`src/rtl/shifter_pkg.sv`:
```
// Shared types and helpers for the pipelined barrel shifter.
package shifter_pkg;

    typedef enum logic [1:0] {
        OP_SRL = 2'b00,
        OP_SRA = 2'b01,
        OP_SLL = 2'b10,
        OP_ROR = 2'b11
    } shift_op_e;

    // Widest operand the reversal helper can handle.
    localparam int MAX_W = 64;

    // Reverse the low w bits of d; bits at and above w come back as zero.
    function automatic logic [MAX_W-1:0] bit_reverse(input logic [MAX_W-1:0] d, input int w);
        logic [MAX_W-1:0] r;
        r = {MAX_W{1'b0}};
        for (int i = 0; i < MAX_W; i++) begin
            if (i < w) begin
                r[i] = d[w-1-i];
            end else begin
                r[i] = 1'b0;
            end
        end
        return r;
    endfunction

endpackage

```
`src/rtl/pipelined_barrel_shifter_stage.sv`:
```
// One pipeline stage: conditional right shift/rotate by DIST, then a register
// that also carries shamt, op and fill forward. Holds while en_i is low.
module shift_stage
    import shifter_pkg::*;
#(
    parameter int WIDTH   = 8,
    parameter int DIST    = 1,
    parameter int SHAMT_W = 3
) (
    input  logic               clk,
    input  logic               rst_n,
    input  logic               en_i,
    input  logic               valid_i,
    input  logic [WIDTH-1:0]   data_i,
    input  logic               shamt_bit_i,
    input  logic [SHAMT_W-1:0] shamt_i,
    input  logic [1:0]         op_i,
    input  logic               fill_i,
    output logic               valid_o,
    output logic [WIDTH-1:0]   data_o,
    output logic [SHAMT_W-1:0] shamt_o,
    output logic [1:0]         op_o,
    output logic               fill_o
);

    logic [WIDTH-1:0]   shifted_s;
    logic               valid_d, valid_q;
    logic [WIDTH-1:0]   data_d, data_q;
    logic [SHAMT_W-1:0] shamt_d, shamt_q;
    logic [1:0]         op_d, op_q;
    logic               fill_d, fill_q;

    // Shift by DIST when this stage's shamt bit is set; ROR wraps, others use fill.
    always_comb begin
        shifted_s = data_i;
        if (shamt_bit_i) begin
            if (shift_op_e'(op_i) == OP_ROR) begin
                shifted_s = {data_i[DIST-1:0], data_i[WIDTH-1:DIST]};
            end else begin
                shifted_s = {{DIST{fill_i}}, data_i[WIDTH-1:DIST]};
            end
        end else begin
            shifted_s = data_i;
        end
    end

    // Next-state: load a new beat (or bubble) when enabled, otherwise hold.
    always_comb begin
        valid_d = valid_q;
        data_d  = data_q;
        shamt_d = shamt_q;
        op_d    = op_q;
        fill_d  = fill_q;
        if (en_i) begin
            valid_d = valid_i;
            data_d  = shifted_s;
            shamt_d = shamt_i;
            op_d    = op_i;
            fill_d  = fill_i;
        end else begin
            valid_d = valid_q;
            data_d  = data_q;
            shamt_d = shamt_q;
            op_d    = op_q;
            fill_d  = fill_q;
        end
    end

    // Stage register with asynchronous clear.
    always_ff @(posedge clk or negedge rst_n) begin
        if (!rst_n) begin
            valid_q <= 1'b0;
            data_q  <= {WIDTH{1'b0}};
            shamt_q <= {SHAMT_W{1'b0}};
            op_q    <= 2'b00;
            fill_q  <= 1'b0;
        end else begin
            valid_q <= valid_d;
            data_q  <= data_d;
            shamt_q <= shamt_d;
            op_q    <= op_d;
            fill_q  <= fill_d;
        end
    end

    assign valid_o = valid_q;
    assign data_o  = data_q;
    assign shamt_o = shamt_q;
    assign op_o    = op_q;
    assign fill_o  = fill_q;

endmodule

```
`src/rtl/pipelined_barrel_shifter.sv`:
```
// Pipelined barrel shifter: SRL/SRA/SLL/ROR over log2(WIDTH) registered stages
// with valid/ready handshakes. SLL runs as reverse -> SRL -> reverse.
module pipelined_barrel_shifter
    import shifter_pkg::*;
#(
    parameter  int WIDTH   = 8,
    localparam int SHAMT_W = $clog2(WIDTH)
) (
    input  logic               clk,
    input  logic               rst_n,
    input  logic               in_valid,
    output logic               in_ready,
    input  logic [WIDTH-1:0]   in_data,
    input  logic [SHAMT_W-1:0] in_shamt,
    input  logic [1:0]         in_op,
    output logic               out_valid,
    input  logic               out_ready,
    output logic [WIDTH-1:0]   out_data
);

    logic               stall_s;
    logic               s0_valid_s;
    logic [WIDTH-1:0]   s0_data_s;
    logic               s0_fill_s;

    logic               stg_valid_s [0:SHAMT_W-1];
    logic [WIDTH-1:0]   stg_data_s  [0:SHAMT_W-1];
    logic [SHAMT_W-1:0] stg_shamt_s [0:SHAMT_W-1];
    logic [1:0]         stg_op_s    [0:SHAMT_W-1];
    logic               stg_fill_s  [0:SHAMT_W-1];

    // Handshake: the whole pipeline freezes while the output beat is refused.
    always_comb begin
        stall_s    = out_valid & ~out_ready;
        in_ready   = ~stall_s;
        s0_valid_s = in_valid & in_ready;
    end

    // Stage-0 operand prep: pre-reverse for SLL and capture the SRA sign fill.
    always_comb begin
        s0_data_s = in_data;
        s0_fill_s = 1'b0;
        if (shift_op_e'(in_op) == OP_SLL) begin
            s0_data_s = WIDTH'(bit_reverse(MAX_W'(in_data), WIDTH));
        end else begin
            s0_data_s = in_data;
        end
        if (shift_op_e'(in_op) == OP_SRA) begin
            s0_fill_s = in_data[WIDTH-1];
        end else begin
            s0_fill_s = 1'b0;
        end
    end

    for (genvar k = 0; k < SHAMT_W; k++) begin : g_stage
        if (k == 0) begin : g_first
            shift_stage #(.WIDTH(WIDTH), .DIST(1), .SHAMT_W(SHAMT_W)) u_stage (
                .clk         (clk),
                .rst_n       (rst_n),
                .en_i        (~stall_s),
                .valid_i     (s0_valid_s),
                .data_i      (s0_data_s),
                .shamt_bit_i (in_shamt[0]),
                .shamt_i     (in_shamt),
                .op_i        (in_op),
                .fill_i      (s0_fill_s),
                .valid_o     (stg_valid_s[0]),
                .data_o      (stg_data_s[0]),
                .shamt_o     (stg_shamt_s[0]),
                .op_o        (stg_op_s[0]),
                .fill_o      (stg_fill_s[0])
            );
        end else begin : g_next
            shift_stage #(.WIDTH(WIDTH), .DIST(1 << k), .SHAMT_W(SHAMT_W)) u_stage (
                .clk         (clk),
                .rst_n       (rst_n),
                .en_i        (~stall_s),
                .valid_i     (stg_valid_s[k-1]),
                .data_i      (stg_data_s[k-1]),
                .shamt_bit_i (stg_shamt_s[k-1][k]),
                .shamt_i     (stg_shamt_s[k-1]),
                .op_i        (stg_op_s[k-1]),
                .fill_i      (stg_fill_s[k-1]),
                .valid_o     (stg_valid_s[k]),
                .data_o      (stg_data_s[k]),
                .shamt_o     (stg_shamt_s[k]),
                .op_o        (stg_op_s[k]),
                .fill_o      (stg_fill_s[k])
            );
        end
    end

    // Output side: undo the SLL reversal on the final stage's register.
    always_comb begin
        out_valid = stg_valid_s[SHAMT_W-1];
        if (shift_op_e'(stg_op_s[SHAMT_W-1]) == OP_SLL) begin
            out_data = WIDTH'(bit_reverse(MAX_W'(stg_data_s[SHAMT_W-1]), WIDTH));
        end else begin
            out_data = stg_data_s[SHAMT_W-1];
        end
    end

endmodule
```
`config.mk`:
```
export PLATFORM = sky130hd
export DESIGN_NAME = pipelined_barrel_shifter
export DESIGN_NICKNAME = d
export VERILOG_FILES = /design/src/rtl/shifter_pkg.sv /design/src/rtl/pipelined_barrel_shifter_stage.sv /design/src/rtl/pipelined_barrel_shifter.sv
export SDC_FILE = /design/constraint.sdc
export NUM_CORES = 1
export LEC_CHECK = 0
export BUFFER_PORTS_ARGS = -buffer_cell sky130_fd_sc_hd__buf_2
export CAP_MARGIN = 20
export CORE_MARGIN = 5
export CORE_UTILIZATION = 28
export CTS_BUF_LIST = sky130_fd_sc_hd__clkbuf_4
export CTS_CLUSTER_DIAMETER = 200
export DETAILED_ROUTE_END_ITERATION = 16
export PLACE_DENSITY = 0.42
export SLEW_MARGIN = 0
export SYNTH_ARGS = -nofsm -noshare
export SYNTH_HDL_FRONTEND = slang
export SYNTH_SLANG_ARGS = --single-unit
```
`constraint.sdc`:
```
create_clock -name clk -period 1.12 [get_ports clk]
set_clock_uncertainty 0.05 [all_clocks]
set_input_delay 0.168 -clock clk [delete_from_list [all_inputs] [get_ports clk]]
set_output_delay 0.168 -clock clk [all_outputs]
set_load 0.02 [all_outputs]
```
==> reports/results.txt, run 1 <==
Setup ws final = -337 ps
Syn_area_per_cell = 9.10 µm²
Slew Limit Fails = 0
Most common cell after layout, fill and taps aside = nand2_1
Slew margin rel. = 76.9%
Total gr overflow = 0
Post-route setup TNS = -5620 ps
Maximum vdd drop = 0.000508 V
Finished Core Util = 43.4%
Initial antenna violation count = 0
Clock network power share = 11.0%
Num CTS Buffers = 5
Design area = 2910 µm²
Fin crit share = 130%
Max Clk Rate = 0.686 GHz
Final hold vios = 0
Syn Nets = 228
Switching power = 2.54 mW
Synth Register Bits = 38
Synth Cell Area = 1920 µm²
Unique masters post-synth = 22
Die area = 8620 µm²
Routed Antenna Nets = 0
Power Density = 2240 nW/µm²
Share of layout cells above drive strength 1 = 51.9%
Crit Path Category = reg -> out
Fillers = 658
Slew @ Worst Pin = 346 ps
Clock root buffer = clkbuf_4
Horiz. Die Dim = 92.8 µm
First-pass GRT wire length = 7.70 mm
Flop pwr share = 38.3%
Pint = 3.98 mW
Multi-input gate area = 1140 µm²
Hold Crit Class = in -> reg
Pwr Total = 6.51 mW
Routability Congestion = 0.698
Failing checks = negative setup slack
Max-Cap Viols = 0
Switching share of power = 39.0%
CORE AREA = 6720 µm²
Most frequent cells in the layout = nand2_1, dfrtp_1, nand2_2
Reg clk slew, reported paths = 110 ps
Pin count of the biggest net entering global routing = 27
Maximum buffer depth of the clock tree = 2
Area delta synth->final = 51.7%
Average wire per standard cell = 12.8 µm
Startpoint types = flip-flop
# port buffers = 26
I/O pins = 27
CP Max Fanout = 8
# nets final = 283
Hpwl dp = 3.08 mm
Num Clock Sinks = 38
GRT Total Usage = 11.2%
Yosys warning count = 0
First-pass DRT Iterations = 4
Leak = 1.45 nW
Synth area leader = dfrtp_1
Placed cell area = 2330 µm²
DRC = 0
Crit. End Element = output pin
CTS tree = yes
Seq/Total Area, Yosys = 49.5%
Tmin final = 1460 ps
Combinational Power Share = 50.7%
Vias in the first global route = 1638
Post-synthesis cell count = 211
Arrival time of the worst setup path = 1240 ps
Drt initial violations = 10
Post-Place Worst Slack = -242 ps
Vias after detailed routing = 1606
Area contributors post-synth = dfrtp_1, nand2_1, mux2i_1
Ant diodes = 0
Clk_lat worst skew = 340 ps
Status = finished with violations
Die H = 92.8 µm
RSZ-0062 raised after global routing = true
Total wire length = 4.43 mm
Register Area = 953 µm²
Post-synth top area share = 49.5%
Final setup fails = 45
Worst Path Required = 900 ps
Starting density of the core = 28.6%
H-tree levels = 2
Average vias per placed instance = 4.64
FP Rows = 30
==> worst max-delay path: stages (launching register included) <==
cell and delay, ps:
dfrtp_1 400, buf_4 140, nand2b_4 100, nand2_1 60, nand2_1 80, buf_6 120
==> cells in the mapped netlist <==
| cell type | number |
|---|---|
| a21oi_1 | 1 |
| mux4_1 | 2 |
| inv_1 | 2 |
| buf_4 | 2 |
| a21o_1 | 6 |
| a31oi_1 | 6 |
| o31ai_1 | 1 |
| mux4_2 | 4 |
| mux2_2 | 1 |
| clkbuf_1 | 7 |
| nand3_1 | 6 |
| dfrtp_1 | 38 |
| xnor2_1 | 1 |
| nor2b_1 | 2 |
| nand2_1 | 93 |
| buf_2 | 4 |
| nor2b_4 | 1 |
| mux2i_1 | 11 |
| buf_6 | 1 |
| a22o_1 | 1 |
| o21ai_0 | 19 |
| nand2b_1 | 2 |
==> cells by family (layout without fill, tap and decap cells) <==
logic type	Yosys count	count (layout)	share of synthesized area, %
flip-flops	38	38	49.5
buffers and inverters	16	71	4.17
AO/OA/AOI/OAI	34	34	10.4
AND/OR/NAND/NOR	104	104	21.8
multiplexers	18	18	13.7
XOR/XNOR	1	1	0.456
==> area by class of cell <==
type                    instances  area share, %
well taps                      80           3.43
inverters                       2          0.343
clock buffers                   7           1.80
flip-flops and latches         38           32.7
repair buffers                 62           22.6
multi-input cells             157           39.1
==> stage by stage <==
| stage | instances | hold slack (ps) |
|---|---|---|
| finish | 346 | 61.0 |
| global route | 346 | 50.1 |
| CTS | 346 | 39.8 |
| global placement | 325 | 42.2 |
| floorplan | 211 | -178 |
| detailed placement | 325 | 44.4 |
==> path summary, 6_finish.rpt <==
check	startpoint	depth (start not counted)	slack, ps	end
worst max register to register	g_stage[2].g_next.u_stage.valid_o	5	-130	g_stage[2].g_next.u_stage.data_o[6]
worst max-delay path	g_stage[2].g_next.u_stage.op_o[1]	5	-340	out_data[0]
max in group asynchronous	rst_n	3	360	g_stage[1].g_next.u_stage.shamt_o[2]
worst min register to register	g_stage[0].g_first.u_stage.valid_o	2	450	g_stage[0].g_first.u_stage.valid_o
min in group asynchronous	rst_n	2	210	g_stage[0].g_first.u_stage.op_o[1]
worst min-delay path	in_data[7]	3	60	g_stage[0].g_first.u_stage.fill_o
==> timing repair <==
item                       4_1_cts  5_1_grt
hold buffers                     4        0
hold endpoints to repair        41        0
cloned                           3        1
resized for setup               71       54
setup endpoints to repair       22       48
buffers inserted                 7        0
pin swaps                       15       21
==> per-layer routing <==
layer	vias up	routed length (µm)	GRT usage (%)	share of wire, %
met3	6	175	2.60	4.0
met4	0	70	4.03	1.6
met5	-	0	0	0
li1	823	-	-	-
met2	34	2270	19.7	51
met1	743	1910	13.3	43
==> registers in the layout (all words and copies together) (netlist names) <==
signal,flops
g_stage.g_first.u_stage.op_o,2
g_stage.g_next.u_stage.shamt_o,1
g_stage.g_first.u_stage.valid_o,1
g_stage.g_next.u_stage.data_o,16
g_stage.g_first.u_stage.data_o,8
g_stage.g_next.u_stage.fill_o,1
g_stage.g_next.u_stage.valid_o,2
g_stage.g_first.u_stage.fill_o,1
g_stage.g_next.u_stage.op_o,4
g_stage.g_first.u_stage.shamt_o,2
==> power groups by stage <==
| stage | clock network, mW | registers (mW) | logic (mW) |
|---|---|---|---|
| 3_5_place_dp | 0 | 2.38 | 2.20 |
| 6_report | 0.716 | 2.50 | 3.30 |
| 2_1_floorplan | 0 | 2.22 | 1.59 |
| 3_3_place_gp | 0 | 2.35 | 2.18 |
| 5_1_grt | 0.829 | 2.58 | 3.61 |
| 4_1_cts | 0.760 | 2.41 | 3.06 |
No activity file was read; power rests on OpenSTA's default activity.
==> inputs of run 2 (changes only) <==
--- a/config.mk
+++ b/config.mk
@@ -5,6 +5,7 @@
 export SDC_FILE = /design/constraint.sdc
 export NUM_CORES = 1
 export LEC_CHECK = 0
+export ABC_AREA = 1
 export BUFFER_PORTS_ARGS = -buffer_cell sky130_fd_sc_hd__buf_2
 export CAP_MARGIN = 20
 export CORE_MARGIN = 5
==> run 2 against run 1 <==
The flow still finishes with violations (negative setup slack). Register-to-register slack about the same. Global-route usage increased by 1.6 points. Area after synthesis about the same. Highest routed layer unchanged.
==> reports/results.txt, run 2 <==
Status = finished with violations
Failing checks = negative setup slack
Clk_lat worst skew = 350 ps
Num CTS Buffers = 5
Synth Register Bits = 38
Hold WS = 87.5 ps
Clock network power share = 9.7%
Routed Antenna Nets = 0
RSZ-0062 raised after global routing = true
Unique masters post-synth = 19
Most common cell in the netlist = nand2_1
Yosys warning count = 0
Crit. End Element = output pin
Seq/Total Area, Yosys = 49.5%
M1 WL = 2.18 mm
Maximum buffer depth of the clock tree = 2
Leak = 1.47 nW
CORE AREA = 6720 µm²
Fillers = 653
Most common cell after layout, fill and taps aside = nand2_1
Starting density of the core = 28.6%
Area delta synth->final = 60.8%
Design area = 3090 µm²
Average vias per placed instance = 4.64
Vias in the first global route = 1843
Hold Crit Class = in -> reg
Pwr Total = 7.31 mW
Final setup fails = 48
First-pass GRT wire length = 8.77 mm
Top layer in use = met4
Met2 routed WL = 2.69 mm
Post-synthesis cell count = 246
Max Clk Rate = 0.651 GHz
Clock root buffer = clkbuf_4
Final hold vios = 0
Setup ws final = -417 ps
DRC = 0
Largest register FFs = 16
Combinational Power Share = 58.7%
Arrival time of the worst setup path = 1320 ps
R2R Setup Slk = -130 ps
FP Rows = 30
Initial antenna violation count = 0
Average wire per standard cell = 13.3 µm
Flop pwr share = 31.6%
Syn Nets = 263
Die area = 8610 µm²
Horiz. Die Dim = 92.8 µm
EDFF count, synth = 0
Area contributors post-synth = dfrtp_1, nand2_1, nand3_1
Post-Place Worst Slack = -146 ps
Post-synth top area share = 49.5%
Switching share of power = 41.6%
Main synth FF type = dfrtp_1
Synth cell count leaders = nand2_1, dfrtp_1, nand3_1
# port buffers = 26
Fin crit share = 137%
Worst Path Required = 900 ps
Switching power = 3.05 mW
GRT Total Usage = 12.9%
# nets final = 319
Slew Limit Fails = 0
Drt initial violations = 53
Critical-path top delay cell = dfrtp_1
First-pass DRT Iterations = 4
Routability Congestion = 0.783
Syn_area_per_cell = 7.80 µm²
Slew margin rel. = 80.1%
Pin count of the biggest net entering global routing = 39
Die H = 92.8 µm
Vias after detailed routing = 1777
Power Density = 2370 nW/µm²
Maximum vdd drop = 0.000492 V
Reg clk slew, reported paths = 120 ps
H-tree levels = 2
CP Cell Sequence = inv_2 > nand2_4 > buf_6 > a21oi_4 > buf_6
Crit Path Category = reg -> out
Ant diodes = 0
Max-Cap Viols = 0
Tmin final = 1540 ps
I/O pins = 27
Startpoint types = flip-flop
CTS tree = yes
Synth area leader = dfrtp_1
Pint = 4.27 mW
Slew @ Worst Pin = 298 ps
CP dominant cell by count = buf_6
Share of layout cells above drive strength 1 = 46.2%
Num Clock Sinks = 38
Placed cell area = 2300 µm²
Synth Cell Area = 1920 µm²
Hpwl dp = 3.08 mm
CP Max Fanout = 6
Total wire length = 5.08 mm
Worst stage delay on the critical path = 400 ps
WL met3 = 125 µm
Total gr overflow = 0
Asr flop ratio synth = 100%
Most frequent cells in the layout = nand2_1, dfrtp_1, nand3_1
==> run 2: area by class of cell <==
type                            instances  area (µm²)  share of cell area [%]
Multi-Input combinational cell        176        1180                    38.3
Sequential cell                        38         952                    30.8
Timing Repair Buffer                   60         716                    23.2
Tap cell                               80         100                    3.24
Inverter                               21        81.3                    2.63
Clock buffer                            6        45.0                    1.46
Clock inverter                          2        8.76                   0.284
==> run 2: worst paths after layout <==
check                                                   from                                    to  cells after the start
max                        g_stage[2].g_next.u_stage.op_o[0]                           out_data[0]                      5
min                                                 in_op[0]    g_stage[0].g_first.u_stage.op_o[0]                      3
max reg2reg                g_stage[2].g_next.u_stage.valid_o   g_stage[1].g_next.u_stage.data_o[4]                      8
min reg2reg                 g_stage[1].g_next.u_stage.fill_o      g_stage[1].g_next.u_stage.fill_o                      2
max in group asynchronous                              rst_n     g_stage[2].g_next.u_stage.valid_o                      3
min in group asynchronous                              rst_n  g_stage[1].g_next.u_stage.shamt_o[2]                      3
==> run 2: kinds of logic (layout without fill, tap and decap cells) <==
kind of cell           Yosys count  in the layout  synth area share (%)
AND/OR/NAND/NOR                125            126                  27.1
AO/OA/AOI/OAI                   50             50                  14.9
flip-flops                      38             38                  49.5
buffers and inverters           33             89                  8.54
==> run 2: worst max-delay path: cells and delay by family, from the launching register on <==
| kind | cells | cell delay [ps] |
|---|---|---|
| buf+inv | 3 | 360 |
| flops | 1 | 400 |
| simple gates | 1 | 90 |
| compound gates | 1 | 120 |
==> run 2: metrics by stage <==
step | util, % | TNS [ps] | std cells
3_3_place_gp | 34.2 | -1010 | 353
3_5_place_dp | 34.2 | -1120 | 353
5_1_grt | 45.9 | -8780 | 383
4_1_cts | 41.7 | -7830 | 380
6_report | 45.9 | -5890 | 383
2_1_floorplan | - | -543 | 246
==> run 2: metal layers <==
metal	up-vias	global-route usage, %
met3	7	2.27
met5	-	0
met1	818	15.3
met2	27	22.7
li1	925	-
met4	0	5.25
==> run 2: timing repair <==
action | in CTS | in global routing
pin swaps | 9 | 14
resized for setup | 81 | 66
hold buffers | 4 | 0
cloned | 5 | 4
buffers inserted | 10 | 3
endpoints found under the setup margin | 21 | 48
hold endpoints to repair | 41 | 0
==> run 2: power by group through the flow <==
| stage | clock network, mW | registers (mW) | logic, mW |
|---|---|---|---|
| 3_5_place_dp | 0 | 2.21 | 2.78 |
| 6_report | 0.707 | 2.31 | 4.29 |
| 4_1_cts | 0.745 | 2.23 | 3.91 |
| 5_1_grt | 0.790 | 2.40 | 4.68 |
| 3_3_place_gp | 0 | 2.20 | 2.76 |
| 2_1_floorplan | 0 | 2.16 | 2.09 |
